## src/rtl/kbd_pkg.sv

```systemverilog
// Shared types and constants for the PS/2 set-2 scancode decoder and console logic.
// Defines the fetch FSM states, prefix/modifier scancodes and the key event record.
// Also provides the receiver control-response classifier used to discard non-key bytes.
package kbd_pkg;

  typedef enum logic [1:0] {
    IDLE   = 2'd0,
    POP    = 2'd1,
    SETTLE = 2'd2,
    DECODE = 2'd3
  } kbd_state_t;

  localparam logic [7:0] PS2_EXT    = 8'hE0;
  localparam logic [7:0] PS2_BRK    = 8'hF0;
  localparam logic [7:0] PS2_LSHIFT = 8'h12;
  localparam logic [7:0] PS2_RSHIFT = 8'h59;
  localparam logic [7:0] PS2_CAPS   = 8'h58;

  typedef struct packed {
    logic       ext;
    logic       brk;
    logic [7:0] code;
    logic [7:0] ascii;
  } kbd_evt_t;

  // Keyboard-to-host control responses (error, BAT, echo, ack, resend); never key codes.
  function automatic logic is_ctrl_resp(input logic [7:0] b);
    case (b)
      8'h00, 8'hAA, 8'hEE, 8'hFA, 8'hFC, 8'hFE, 8'hFF: is_ctrl_resp = 1'b1;
      default:                                         is_ctrl_resp = 1'b0;
    endcase
  endfunction

endpackage

```

## src/rtl/kbd_ascii_rom.sv

```systemverilog
// Combinational set-2 scancode to ASCII table (letters, digits, space, enter, backspace).
// Latency: zero cycles, purely combinational.
// No flow control; callers gate the result for extended/break codes themselves.
module kbd_ascii_rom
  import kbd_pkg::*;
(
  input  logic [7:0] i_code,
  input  logic       i_shift,
  input  logic       i_caps,
  output logic [7:0] o_ascii
);

  logic [7:0] w_letter;
  logic [7:0] w_digit;
  logic [7:0] w_digit_sh;

  // Look up the lowercase letter or the plain/shifted digit pair for the code.
  always_comb begin
    w_letter   = 8'h00;
    w_digit    = 8'h00;
    w_digit_sh = 8'h00;
    case (i_code)
      8'h1C: w_letter = 8'h61;
      8'h32: w_letter = 8'h62;
      8'h21: w_letter = 8'h63;
      8'h23: w_letter = 8'h64;
      8'h24: w_letter = 8'h65;
      8'h2B: w_letter = 8'h66;
      8'h34: w_letter = 8'h67;
      8'h33: w_letter = 8'h68;
      8'h43: w_letter = 8'h69;
      8'h3B: w_letter = 8'h6A;
      8'h42: w_letter = 8'h6B;
      8'h4B: w_letter = 8'h6C;
      8'h3A: w_letter = 8'h6D;
      8'h31: w_letter = 8'h6E;
      8'h44: w_letter = 8'h6F;
      8'h4D: w_letter = 8'h70;
      8'h15: w_letter = 8'h71;
      8'h2D: w_letter = 8'h72;
      8'h1B: w_letter = 8'h73;
      8'h2C: w_letter = 8'h74;
      8'h3C: w_letter = 8'h75;
      8'h2A: w_letter = 8'h76;
      8'h1D: w_letter = 8'h77;
      8'h22: w_letter = 8'h78;
      8'h35: w_letter = 8'h79;
      8'h1A: w_letter = 8'h7A;
      8'h45: begin w_digit = 8'h30; w_digit_sh = 8'h29; end
      8'h16: begin w_digit = 8'h31; w_digit_sh = 8'h21; end
      8'h1E: begin w_digit = 8'h32; w_digit_sh = 8'h40; end
      8'h26: begin w_digit = 8'h33; w_digit_sh = 8'h23; end
      8'h25: begin w_digit = 8'h34; w_digit_sh = 8'h24; end
      8'h2E: begin w_digit = 8'h35; w_digit_sh = 8'h25; end
      8'h36: begin w_digit = 8'h36; w_digit_sh = 8'h5E; end
      8'h3D: begin w_digit = 8'h37; w_digit_sh = 8'h26; end
      8'h3E: begin w_digit = 8'h38; w_digit_sh = 8'h2A; end
      8'h46: begin w_digit = 8'h39; w_digit_sh = 8'h28; end
      default: ;
    endcase
  end

  // Apply case folding to letters, shift to digits, and map the few control keys.
  always_comb begin
    o_ascii = 8'h00;
    if (w_letter != 8'h00) begin
      o_ascii = (i_shift ^ i_caps) ? (w_letter - 8'h20) : w_letter;
    end else if (w_digit != 8'h00) begin
      o_ascii = i_shift ? w_digit_sh : w_digit;
    end else begin
      case (i_code)
        8'h29:   o_ascii = 8'h20;
        8'h5A:   o_ascii = 8'h0D;
        8'h66:   o_ascii = 8'h08;
        default: o_ascii = 8'h00;
      endcase
    end
  end

endmodule

```

## src/rtl/ps2_scancode_decoder.sv

```systemverilog
// Pops PS/2 set-2 bytes from the receiver FIFO, folds E0/F0 prefixes into key events with ASCII.
// Latency: SETTLE_CYC+3 cycles from kb_ready to evt_valid for a bare make code.
// Backpressure: a held event blocks further pops, nothing is dropped; KBD_REPEAT_FILTER_EN drops typematic repeats.
module ps2_scancode_decoder
  import kbd_pkg::*;
#(
  parameter int SETTLE_CYC = 4,
  parameter int CNT_W      = 8
)(
  input  logic             clk,
  input  logic             reset,
  input  logic [7:0]       kb_data,
  input  logic             kb_ready,
  output logic             kb_nextdata_n,
  output logic             evt_valid,
  input  logic             evt_ready,
  output logic [7:0]       evt_code,
  output logic             evt_ext,
  output logic             evt_break,
  output logic [7:0]       evt_ascii,
  output logic             shift_held,
  output logic             caps_lock,
  output logic [CNT_W-1:0] press_count
);

  localparam int SC_W = $clog2(SETTLE_CYC + 1);

  kbd_state_t       r_state;
  kbd_state_t       w_state_nxt;
  logic [SC_W-1:0]  r_settle_cnt;
  logic [7:0]       r_byte;
  logic             r_nextdata_n;
  logic             r_ext_p;
  logic             r_brk_p;
  kbd_evt_t         r_evt;
  logic             r_evt_vld;
  logic             r_lshift;
  logic             r_rshift;
  logic             r_caps;
  logic [CNT_W-1:0] r_press_cnt;

  logic             w_fetch;
  logic             w_decode;
  logic             w_is_ext;
  logic             w_is_brk;
  logic             w_is_key;
  logic             w_suppress;
  logic             w_emit;
  logic             w_mod;
  logic             w_shift_held;
  logic [7:0]       w_rom_ascii;
  logic [8:0]       w_key;

  assign w_shift_held = r_lshift | r_rshift;
  assign w_key        = {r_ext_p, r_byte};

  // Next-state logic; fetch only when the event slot is empty.
  always_comb begin
    w_state_nxt = r_state;
    w_fetch     = 1'b0;
    w_decode    = 1'b0;
    case (r_state)
      IDLE: begin
        if (kb_ready && !r_evt_vld) begin
          w_fetch     = 1'b1;
          w_state_nxt = POP;
        end
      end
      POP:    w_state_nxt = SETTLE;
      SETTLE: begin
        if (r_settle_cnt == SC_W'(SETTLE_CYC - 1)) w_state_nxt = DECODE;
      end
      DECODE: begin
        w_decode    = 1'b1;
        w_state_nxt = IDLE;
      end
      default: w_state_nxt = IDLE;
    endcase
  end

  // State register and settle counter; the counter restarts on every SETTLE entry.
  always_ff @(posedge clk) begin
    if (reset) begin
      r_state      <= IDLE;
      r_settle_cnt <= '0;
    end else begin
      r_state      <= w_state_nxt;
      r_settle_cnt <= (r_state == SETTLE) ? r_settle_cnt + SC_W'(1) : '0;
    end
  end

  // Latch the FIFO head and pulse nextdata_n low for the single POP cycle.
  always_ff @(posedge clk) begin
    if (reset) begin
      r_byte       <= 8'h00;
      r_nextdata_n <= 1'b1;
    end else begin
      r_nextdata_n <= !w_fetch;
      if (w_fetch) r_byte <= kb_data;
    end
  end

  // Classify the latched byte.
  assign w_is_ext = (r_byte == PS2_EXT);
  assign w_is_brk = (r_byte == PS2_BRK);
  assign w_is_key = !w_is_ext && !w_is_brk && !is_ctrl_resp(r_byte);

`ifdef KBD_REPEAT_FILTER_EN
  logic       r_last_vld;
  logic [8:0] r_last_key;
  logic       w_last_hit;

  assign w_last_hit = r_last_vld && (r_last_key == w_key);
  assign w_suppress = w_is_key && !r_brk_p && w_last_hit;

  // Remember the held key; its release forgets it, any other press replaces it.
  always_ff @(posedge clk) begin
    if (reset) begin
      r_last_vld <= 1'b0;
      r_last_key <= '0;
    end else if (w_decode && w_is_key) begin
      if (r_brk_p) begin
        if (w_last_hit) r_last_vld <= 1'b0;
      end else if (!w_last_hit) begin
        r_last_vld <= 1'b1;
        r_last_key <= w_key;
      end
    end
  end
`else
  assign w_suppress = 1'b0;
`endif

  assign w_emit = w_decode && w_is_key && !w_suppress;
  assign w_mod  = w_emit && !r_ext_p;

  kbd_ascii_rom u_ascii_rom (
    .i_code  (r_byte),
    .i_shift (w_shift_held),
    .i_caps  (r_caps),
    .o_ascii (w_rom_ascii)
  );

  // Prefix flags accumulate over E0/F0 in any order and clear on any other byte.
  always_ff @(posedge clk) begin
    if (reset) begin
      r_ext_p <= 1'b0;
      r_brk_p <= 1'b0;
    end else if (w_decode) begin
      if (w_is_ext) begin
        r_ext_p <= 1'b1;
      end else if (w_is_brk) begin
        r_brk_p <= 1'b1;
      end else begin
        r_ext_p <= 1'b0;
        r_brk_p <= 1'b0;
      end
    end
  end

  // Event register: loaded in DECODE, held until accepted by the consumer.
  always_ff @(posedge clk) begin
    if (reset) begin
      r_evt     <= '0;
      r_evt_vld <= 1'b0;
    end else if (w_emit) begin
      r_evt.ext   <= r_ext_p;
      r_evt.brk   <= r_brk_p;
      r_evt.code  <= r_byte;
      r_evt.ascii <= (r_ext_p || r_brk_p) ? 8'h00 : w_rom_ascii;
      r_evt_vld   <= 1'b1;
    end else if (r_evt_vld && evt_ready) begin
      r_evt_vld <= 1'b0;
    end
  end

  // Modifier tracking from non-extended emitted codes; ASCII above sees the old state.
  always_ff @(posedge clk) begin
    if (reset) begin
      r_lshift <= 1'b0;
      r_rshift <= 1'b0;
      r_caps   <= 1'b0;
    end else if (w_mod) begin
      if (r_byte == PS2_LSHIFT) r_lshift <= !r_brk_p;
      if (r_byte == PS2_RSHIFT) r_rshift <= !r_brk_p;
      if (r_byte == PS2_CAPS && !r_brk_p) r_caps <= !r_caps;
    end
  end

  // Count emitted press events, wrapping naturally.
  always_ff @(posedge clk) begin
    if (reset) begin
      r_press_cnt <= '0;
    end else if (w_emit && !r_brk_p) begin
      r_press_cnt <= r_press_cnt + CNT_W'(1);
    end
  end

  assign kb_nextdata_n = r_nextdata_n;
  assign evt_valid     = r_evt_vld;
  assign evt_code      = r_evt.code;
  assign evt_ext       = r_evt.ext;
  assign evt_break     = r_evt.brk;
  assign evt_ascii     = r_evt.ascii;
  assign shift_held    = w_shift_held;
  assign caps_lock     = r_caps;
  assign press_count   = r_press_cnt;

endmodule

```

## config.mk

```make
export PLATFORM = sky130hd
export DESIGN_NAME = ps2_scancode_decoder
export DESIGN_NICKNAME = d
export VERILOG_FILES = /design/src/rtl/kbd_pkg.sv /design/src/rtl/kbd_ascii_rom.sv /design/src/rtl/ps2_scancode_decoder.sv
export SDC_FILE = /design/constraint.sdc
export NUM_CORES = 1
export LEC_CHECK = 0
export ABC_AREA = 0
export CAP_MARGIN = 10
export CORE_UTILIZATION = 45
export CTS_CLUSTER_DIAMETER = 120
export CTS_CLUSTER_SIZE = 16
export DETAILED_ROUTE_END_ITERATION = 10
export PLACE_DENSITY_LB_ADDON = 0.2
export SYNTH_ARGS = -nofsm -noshare
export SYNTH_HDL_FRONTEND = slang
export SYNTH_HIERARCHICAL = 1
export SYNTH_SLANG_ARGS = --single-unit
export TNS_END_PERCENT = 100
```

## constraint.sdc

```tcl
create_clock -name clk -period 2.7 [get_ports clk]
set_input_delay 0.54 -clock clk [delete_from_list [all_inputs] [get_ports clk]]
set_output_delay 0.54 -clock clk [all_outputs]
set_load 0.01 [all_outputs]
```

==> metrics.txt <==
worst path cell trace=nor4b_2, and3_4, a32oi_1, o211ai_1, nor4b_4, ha_1, o22ai_1, nand2_1, mux2i_1; critical path class=flop to flop; setup_tns=0 ns; synth top area cells=dfxtp_1 (30%), mux2i_1 (11%), nand2_1 (5.7%); antenna diode count=0; initial antenna violation count=0; RSZ-0062 raised after global routing=false; Routed WL per cell=between 15 and 20 µm; endpoints failing setup=0; worst path arrival time=2.76 ns; Worst VDD drop=roughly 360 µV; Max Clk Rate=0.396 GHz; crit end category=flop; status=complete, but fails checks; HP Class=flop to flop; CORE AREA=6420 µm²; fin nets=approximately 440; Slew @ Worst Pin=between 0.5 and 0.6 ns; DP HPWL=~5600 µm; pwr dens=between 500 and 600 nW/µm²; fin util=0.578; die area=approximately 7000 µm²; CTS H-tree depth=2; Synth Area per Inst=8.25 µm²; CTS tree=yes; largest net degree at the start of global routing=31; worst reg-to-reg setup slack=between 0.15 and 0.2 ns; Overflow after GRT=0; Clk Latency, worst-skew pair=0.30 ns; Vias/cell=5.74; fin crit period=approximately 2.5 ns; postcts setup bufs=0; CTS sink count=46; Place WS=approximately 0.24 ns; Post-Syn Nets=a little under 400; GR peak layer=met2; cell taking the most area after synthesis=dfxtp_1; Fillers=just over 600; Final period util=0.935; dominant synthesized flop cell=dfxtp_1; vias in the first global route=~2600; die width=approximately 84 µm; failing checks=design-rule violations; Max Buffers Root-to-Sink=2; Global Route met3 Usage=0.0344; YS warnings=6; Routed WL=7630 µm; Port Buffers=between 40 and 50; worst setup margin=between 0.15 and 0.2 ns; total power=0.00220 W; die height=approximately 84 µm; M2 GR Usage=0.347; CTS Root Cell=clkbuf_8; DRC viols=8; GR Util met1=0.338; multi-input combinational cell area=just under 2000 µm²; RD Place Congestion=roughly 0.94; register area share after synthesis=0.303; Max Cap Viol=0; static leakage=approximately 1.4 nW; Resize count post-CTS=0; Clk pin slew, worst setup/hold paths=roughly 0.10 ns; max incr delay on CP=about 0.63 ns; Synth top area share=0.303; EDFF count, synth=0; number of distinct library cells after synthesis=66; initial DRC count=about 270; GRT Overall Usage=0.226; critical path peak fanout=15; post-synthesis register bit count=46; initial core utilization=0.474; TritonCTS Buffers=5; Final Skew=~0.011 ns; Hold Buf Count CTS=0; max-slew violations=0; DRT Pass-1 Iters=8; I/O Pins=42; ys async rst share=0; share of post-route cells with drive strength above 1=0.127; slowest CP cell=dfxtp_1; row count=29; final hold viol count=0; DRT antenna net count=0; Worst Path Required=2.93 ns; Register Area=921 µm²; global-route wire length before repair=between 10000 and 15000 µm; relative slew slack=0.601; post-synthesis cell area=about 3000 µm²; crit path buf inv count=0; startpoint types=flop; P&R area growth vs syn=21.9%; Synth Instances=369; Worst path top cell family by delay=simple AND/OR/NAND/NOR gates; via count=around 2800
[path summary, 6_finish.rpt]
kind                                 startpoint  cells past startpoint               to
worst min register to register  r_settle_cnt[0]                      1  r_settle_cnt[0]
worst max-delay path                  r_byte[4]                      9     evt_ascii[5]
worst min-delay path            r_settle_cnt[0]                      1  r_settle_cnt[0]
worst max register to register        r_byte[4]                      9     evt_ascii[5]
[final cells by class]
class                   instances  share of cell area
flip-flops and latches         46               0.248
clock buffers                   5              0.0185
well taps                      77              0.0260
clock inverters                 3             0.00708
repair buffers                 66               0.165
multi-input cells             288               0.525
inverters                      10              0.0101
[sequential cells by signal, summed over array words and instances, names as in the netlist, 2 cells and up]
register / count
r_byte: 8
r_state: 2
press_count: 8
r_settle_cnt: 3
evt_ascii: 8
evt_code: 8
[synth_stat cells, types with 4 or more instances]
cell type   n
a211oi_1    5
a21oi_1    13
a31oi_1     4
a32oi_1     4
and3_1      4
buf_2       5
buf_6       4
clkbuf_1   12
dfxtp_1    46
ha_1        9
inv_1       9
mux2_2      6
mux2i_1    33
nand2_1    46
nand2b_1   13
nand3_1    12
nor2_1     38
nor2b_1    10
nor3_1     13
o211ai_1    6
o21ai_0     8
xnor2_1     5
[layer usage]
metal	share of wire	routed length [µm]
met5	0	0
met4	0.0054	41
met3	0.066	501
met2	0.43	3260
met1	0.50	3820
[metrics by stage]
step	hold WS, ns	instance area (µm²)	instances
after floorplan	0.397	3040	369
after global placement	0.408	3610	487
after detailed placement	0.415	3610	487
after CTS	0.430	3710	495
after global routing	0.455	3710	495
final	0.424	3710	495
[logic make-up after synthesis]
logic type / count (synthesis) / synth area share
xor+xnor: 6 / 0.0173
fa+ha+maj: 9 / 0.0370
simple gates: 169 / 0.296
buf+inv: 35 / 0.0588
flops: 46 / 0.303
compound gates: 65 / 0.157
mux: 39 / 0.131
[layout by cell type, fill, tap and decap left out, types with 4 or more instances in the layout]
master,netlist,layout
a32oi_1,4,4
ha_1,9,9
o21ai_0,8,8
o211ai_1,6,6
mux2i_1,33,33
nor2b_1,10,10
buf_4,3,24
and3_1,4,4
a211oi_1,5,5
nand2b_1,13,13
nand3_1,12,12
a31oi_1,4,4
nor3_1,13,13
nor2_1,38,38
clkbuf_8,0,5
mux2_2,6,6
clkdlybuf4s50_1,0,41
nand2_1,46,46
dfxtp_1,46,46
a21oi_1,13,13
xnor2_1,5,5
inv_1,9,9
[report_power, final]
group / switching, W / internal (W) / total [W] / leakage, nW
registers: 0.0000919 / 0.000738 / 0.000829 / 0.372
logic: 0.000524 / 0.000388 / 0.000912 / 0.973
clock network: 0.000263 / 0.000193 / 0.000456 / 0.0495
Power figures use the tool's default switching activity.
